[src/rtl/qm_decode.sv]
// qm_decode: ID stage. Splits fields, reads the register file, extends the
// immediate and registers everything into the ID/EX register.
module qm_decode #(
  parameter bit ZERO_REG = 1'b1
) (
  input  logic        sys_clk,
  input  logic        sys_rst,
  input  logic        i_IFValid,
  output logic        o_IFReady,
  input  logic [31:0] i_Instruction,
  input  logic [31:0] i_PC,
  input  logic        i_Flush,
  input  logic        i_EXReady,
  input  logic        i_WBEnable,
  input  logic [4:0]  i_WBAddr,
  input  logic [31:0] i_WBData,
  output logic        o_Valid,
  output logic [5:0]  o_Opcode,
  output logic [5:0]  o_Function,
  output logic [4:0]  o_RS,
  output logic [4:0]  o_RT,
  output logic [4:0]  o_RD,
  output logic [31:0] o_RSData,
  output logic [31:0] o_RTData,
  output logic [31:0] o_Immediate,
  output logic [31:0] o_PC,
  output logic        o_LoadUseStall
);

  localparam logic [5:0] OP_ANDI = 6'b001100;
  localparam logic [5:0] OP_ORI  = 6'b001101;
  localparam logic [5:0] OP_XORI = 6'b001110;

  logic [31:0] rf [32];

  logic [5:0]  f_op;
  logic [5:0]  f_fn;
  logic [4:0]  f_rs;
  logic [4:0]  f_rt;
  logic [4:0]  f_rd;
  logic [31:0] rs_val;
  logic [31:0] rt_val;
  logic [31:0] imm_ext;
  logic        wb_live;
  logic        is_load;
  logic        hazard;
  logic        adv;
  logic        accept;

  assign f_op = i_Instruction[31:26];
  assign f_rs = i_Instruction[25:21];
  assign f_rt = i_Instruction[20:16];
  assign f_rd = i_Instruction[15:11];
  assign f_fn = i_Instruction[5:0];

  // A write to r0 is meaningless when r0 is hardwired, so it never bypasses
  assign wb_live = i_WBEnable && !(ZERO_REG && i_WBAddr == 5'd0);

  always_comb begin
    rs_val = rf[f_rs];
    if (wb_live && i_WBAddr == f_rs) rs_val = i_WBData;
    if (ZERO_REG && f_rs == 5'd0) rs_val = '0;
  end

  always_comb begin
    rt_val = rf[f_rt];
    if (wb_live && i_WBAddr == f_rt) rt_val = i_WBData;
    if (ZERO_REG && f_rt == 5'd0) rt_val = '0;
  end

  always_comb begin
    imm_ext = {{16{i_Instruction[15]}}, i_Instruction[15:0]};
    if (f_op inside {OP_ANDI, OP_ORI, OP_XORI})
      imm_ext = {16'h0000, i_Instruction[15:0]};
  end

  assign is_load = o_Opcode inside {6'b100000, 6'b100001, 6'b100011,
                                    6'b100100, 6'b100101};

  assign hazard = o_Valid && is_load && (o_RT != 5'd0) && i_IFValid &&
                  (f_rs == o_RT || f_rt == o_RT);

  assign adv            = !o_Valid || i_EXReady;
  assign o_LoadUseStall = hazard;
  assign o_IFReady      = adv && !hazard && !i_Flush && !sys_rst;
  assign accept         = i_IFValid && o_IFReady;

  always_ff @(posedge sys_clk or posedge sys_rst) begin
    if (sys_rst) begin
      for (int i = 0; i < 32; i++) rf[i] <= '0;
    end else if (wb_live) begin
      rf[i_WBAddr] <= i_WBData;
    end
  end

  always_ff @(posedge sys_clk or posedge sys_rst) begin
    if (sys_rst) begin
      o_Valid     <= 1'b0;
      o_Opcode    <= '0;
      o_Function  <= '0;
      o_RS        <= '0;
      o_RT        <= '0;
      o_RD        <= '0;
      o_RSData    <= '0;
      o_RTData    <= '0;
      o_Immediate <= '0;
      o_PC        <= '0;
    end else if (i_Flush) begin
      o_Valid <= 1'b0;
    end else if (adv) begin
      o_Valid <= accept;
      if (accept) begin
        o_Opcode    <= f_op;
        o_Function  <= f_fn;
        o_RS        <= f_rs;
        o_RT        <= f_rt;
        o_RD        <= f_rd;
        o_RSData    <= rs_val;
        o_RTData    <= rt_val;
        o_Immediate <= imm_ext;
        o_PC        <= i_PC;
      end
    end else begin
      // Held operands track writeback so they are current when EX resumes
      if (wb_live && i_WBAddr == o_RS && o_RS != 5'd0)
        o_RSData <= i_WBData;
      if (wb_live && i_WBAddr == o_RT && o_RT != 5'd0)
        o_RTData <= i_WBData;
    end
  end

endmodule

[config.mk]
export PLATFORM = sky130hd
export DESIGN_NAME = qm_decode
export DESIGN_NICKNAME = d
export VERILOG_FILES = /design/src/rtl/qm_decode.sv
export SDC_FILE = /design/constraint.sdc
export NUM_CORES = 2
export LEC_CHECK = 0
export ABC_CLOCK_PERIOD_IN_PS = 63300
export BUFFER_PORTS_ARGS = -buffer_cell sky130_fd_sc_hd__buf_2
export CORE_ASPECT_RATIO = 1.5
export CORE_UTILIZATION = 49
export CTS_CLUSTER_DIAMETER = 100
export CTS_CLUSTER_SIZE = 24
export DETAILED_ROUTE_END_ITERATION = 7
export PLACE_DENSITY = 0.74
export RECOVER_POWER = 50
export SYNTH_ARGS = -nofsm -noshare
export SYNTH_HDL_FRONTEND = slang
export SYNTH_SLANG_ARGS = --single-unit
[constraint.sdc]
create_clock -name sys_clk -period 63.3 [get_ports sys_clk]
set_input_delay 12.66 -clock sys_clk [delete_from_list [all_inputs] [get_ports sys_clk]]
set_output_delay 12.66 -clock sys_clk [all_outputs]
set_load 0.05 [all_outputs]
==> results.sh <==
export IMPL_hold_end="rf[1023]"
export IMPL_pre_cts_slack_ps=35990
export IMPL_post_cts_setup_buffer_count=0
export IMPL_grt_usage_pct=31.0
export IMPL_drtAntennaViolNets=0
export IMPL_io_buffers=264
export IMPL_finalSetupTns_ps=0
export IMPL_rrSetupSlack_ps=58890
export IMPL_yosys_warnings=0
export IMPL_ir_drop_uv=23.0
export IMPL_io_pins=265
export IMPL_violations="max-capacitance violations, max-slew violations"
export IMPL_globalplace_congestion=0.870
export IMPL_dp_hpwl_um=111000
export IMPL_viasPerCell=7.01
export IMPL_die_h_um=432
export IMPL_die_area_um2=125000
export IMPL_syn_area_um2=60500
export IMPL_crit_fanout=44
export IMPL_grt_ovfl_total=0
export IMPL_r2r_cells=9
export IMPL_hold_viol=0
export IMPL_post_route_period_util_pct=46.7
export IMPL_min_path_cells=0
export IMPL_synthArstFlopShare_pct=100
export IMPL_grt_setup_unrepaired="no"
export IMPL_worstHoldPathType="flip-flop to flip-flop"
export IMPL_firstDrtPassIters=8
export IMPL_critical_path_arrival_ps=16930
export IMPL_r2r_end="o_RSData[15]"
export IMPL_drc=0
export IMPL_cts_resized_gates=0
export IMPL_power_leakage_nw=27.2
export IMPL_worstMarginPinSlew_ps=5610
export IMPL_power_density_nw_per_um2=29.5
export IMPL_rows=157
export IMPL_final_util_pct=52.1
export IMPL_status="complete, but fails checks"
export IMPL_grt_pass1_vias=41100
export IMPL_crit_required_ps=50640
export IMPL_cts_root_buffer="clkbuf_16"
export IMPL_num_vias=40600
export IMPL_setup_viol=0
export IMPL_drtIter0Drc=5215
export IMPL_wirelength_um=194000
export IMPL_grt_max_degree=177
export IMPL_final_nets=4306
export IMPL_r2r_start="o_Valid"
export IMPL_timing_fmax_mhz=33.8
export IMPL_core_um2=122000
export IMPL_post_drt_wl_per_cell_um=33.4
export IMPL_path_class="input port to output port"
export IMPL_seq_area_um2=28900
export IMPL_clock_path_buffers=3
export IMPL_cts_sinks=1154
export IMPL_setup_slack_ps=33710
export IMPL_antenna_found_initial=12
export IMPL_synth_nets=4390
export IMPL_finalMaxSlewViolations=1126
export IMPL_holdBufCountCts=0
export IMPL_whs_ps=409
export IMPL_drive_gt1_share_pct=43.4
export IMPL_hp_start="rf[1023]"
export IMPL_final_cell_count_no_fill=5795
export IMPL_synth_flop_cell="dfrtp_1"
export IMPL_yosys_register_bits=1154
export IMPL_synth_edf_count=0
export IMPL_maxCapViolCount=32
export IMPL_ys_types=62
export IMPL_cp_end_kind="output port"
export IMPL_clk_pin_slew_ps=100
export IMPL_die_w_um=289
export IMPL_place_inst=5733
export IMPL_relSlewSlack_pct=-276
export IMPL_fin_crit_ps=29590
export IMPL_grt_pass1_wl_um=282000
export IMPL_fin_skew_ps=19.2
export IMPL_htree_levels=2
export IMPL_start_util_pct=49.5
export IMPL_syn_area_per_cell_um2=14.1
export IMPL_nFillCells=10200
export IMPL_multiInputGateArea_um2=29300
export IMPL_cts_tree="yes"
export IMPL_synth_seq_area_share_pct=47.7
export IMPL_synth_cells=4283
export IMPL_startpoint_type="input port"
export IMPL_worstSkewPairLatency_ps=680
export IMPL_syn_to_final_growth_pct=5.18
export IMPL_cts_made_buffers=54
==> metal layers <==
metal,GRT usage (%),vias up,share of wire [%]
met5,0,-,0.053
met4,17.6,16,6.6
met3,7.42,617,10
met2,49.0,2364,47
met1,39.1,21500,36
li1,-,16100,-
==> metrics by stage <==
step                area (um2)  total power, mW
floorplan                60500             1.37
global placement         62500             1.48
detailed placement       62500             1.50
CTS                      64000             1.89
global route             63600             1.96
finish                   63600             1.88
==> logic make-up (layout without fill, tap and decap cells) <==
| kind of cell | count (synthesis) | in the layout | synth area share (%) |
|---|---|---|---|
| AOI/OAI and AO/OA | 482 | 482 | 5.38 |
| xor gates and xnor gates | 30 | 30 | 0.434 |
| buffers and inverters | 528 | 447 | 4.05 |
| DFF | 1154 | 1154 | 47.7 |
| muxes | 1733 | 1733 | 39.3 |
| other | 0 | 3 | 0 |
| and+or+nand+nor | 356 | 356 | 3.13 |
==> worst max-delay path, stage by stage <==
cell	delay, ps
buf_2	80
clkbuf_1	2960
xnor2_1	250
nand3_1	130
o22ai_1	220
nand2_1	130
inv_1	180
buf_2	300
==> sequential cells by signal, indices dropped and copies added (netlist names) <==
signal	flops
rf	1024
o_PC	32
o_RSData	32
o_RTData	32
o_Immediate	8
o_Opcode	6
o_Function	5
o_RS	5
o_RT	5
o_RD	4
o_Valid	1
==> layout by cell type, fill, tap and decap left out, types with 6 or more instances in the layout <==
cell type / Yosys / layout
or4_1: 14 / 14
a222oi_1: 9 / 9
o2111ai_1: 13 / 13
o22a_1: 22 / 22
nor3_1: 43 / 44
xor2_1: 11 / 11
nand2_1: 81 / 68
or3_1: 58 / 57
clkbuf_16: 0 / 55
a211oi_1: 14 / 14
buf_4: 43 / 65
or2_2: 4 / 6
mux2_2: 1130 / 1129
clkbuf_1: 223 / 167
dfrtp_1: 1154 / 1154
mux4_2: 398 / 398
nand2_2: 0 / 10
nand3b_1: 6 / 6
nand3_1: 68 / 67
inv_1: 29 / 28
buf_12: 3 / 6
o22ai_1: 141 / 141
mux2i_1: 203 / 203
a31oi_1: 42 / 39
nor2_1: 34 / 30
o221ai_1: 28 / 28
a22oi_1: 53 / 53
buf_2: 132 / 115
a21oi_1: 43 / 43
o21ai_0: 59 / 59
xnor2_1: 19 / 19
o211ai_1: 47 / 47
==> Yosys cell counts, types with 3 or more instances <==
library cell	n	area, um2
o221ai_1	28	245
clkbuf_1	223	837
a22o_1	5	43.8
dfrtp_1	1154	28900
a211oi_1	14	105
buf_12	3	60.1
nor2b_1	8	50.1
and2_1	4	25.0
or3b_1	3	26.3
a31oi_1	42	263
mux2i_1	203	2030
nand2b_1	7	43.8
o211ai_1	47	353
nand3_1	68	340
nand3b_1	6	45.0
xor2_1	11	96.3
or4_1	14	105
nor2_1	34	128
o2111ai_1	13	114
or3_1	58	363
o21ai_0	59	295
buf_6	12	135
o22a_1	22	193
buf_4	43	323
nand4_1	5	31.3
nor3_1	43	215
buf_2	132	661
nand2_1	81	304
a222oi_1	9	90.1
a22oi_1	53	398
mux4_2	398	8960
mux2_2	1130	12700
buf_1	84	315
a21oi_1	43	215
xnor2_1	19	166
or2_2	4	25.0
o22ai_1	141	882
inv_1	29	109
==> power breakdown <==
| part | internal, mW | switching [mW] |
|---|---|---|
| clock | 0.157 | 0.239 |
| combinational | 0.247 | 0.251 |
| sequential | 0.878 | 0.108 |
| total | 1.28 | 0.598 |
==> worst max path at each step <==
stage | start | endpoint | slack [ps] | cells after the start
after detailed placement | i_Instruction[19] | o_LoadUseStall | 35990 | 8
after CTS | i_Instruction[19] | o_LoadUseStall | 35990 | 8
final | i_Instruction[19] | o_LoadUseStall | 33710 | 8
after floorplan | sys_rst | o_Function[0] | 18120 | 1
after global placement | i_Instruction[19] | o_LoadUseStall | 35960 | 8
after global routing | i_Instruction[19] | o_LoadUseStall | 33840 | 8
==> cell type report <==
cell class | instances | area share, %
tap | 1590 | 3.13
inverter | 29 | 0.173
clock inverter | 4 | 0.0944
clock buffer | 55 | 2.16
timing repair buffer | 359 | 2.98
multi-input combinational | 2601 | 46.1
antenna | 3 | 0.0118
sequential | 1154 | 45.4
No activity file was read; power rests on OpenSTA's default activity.
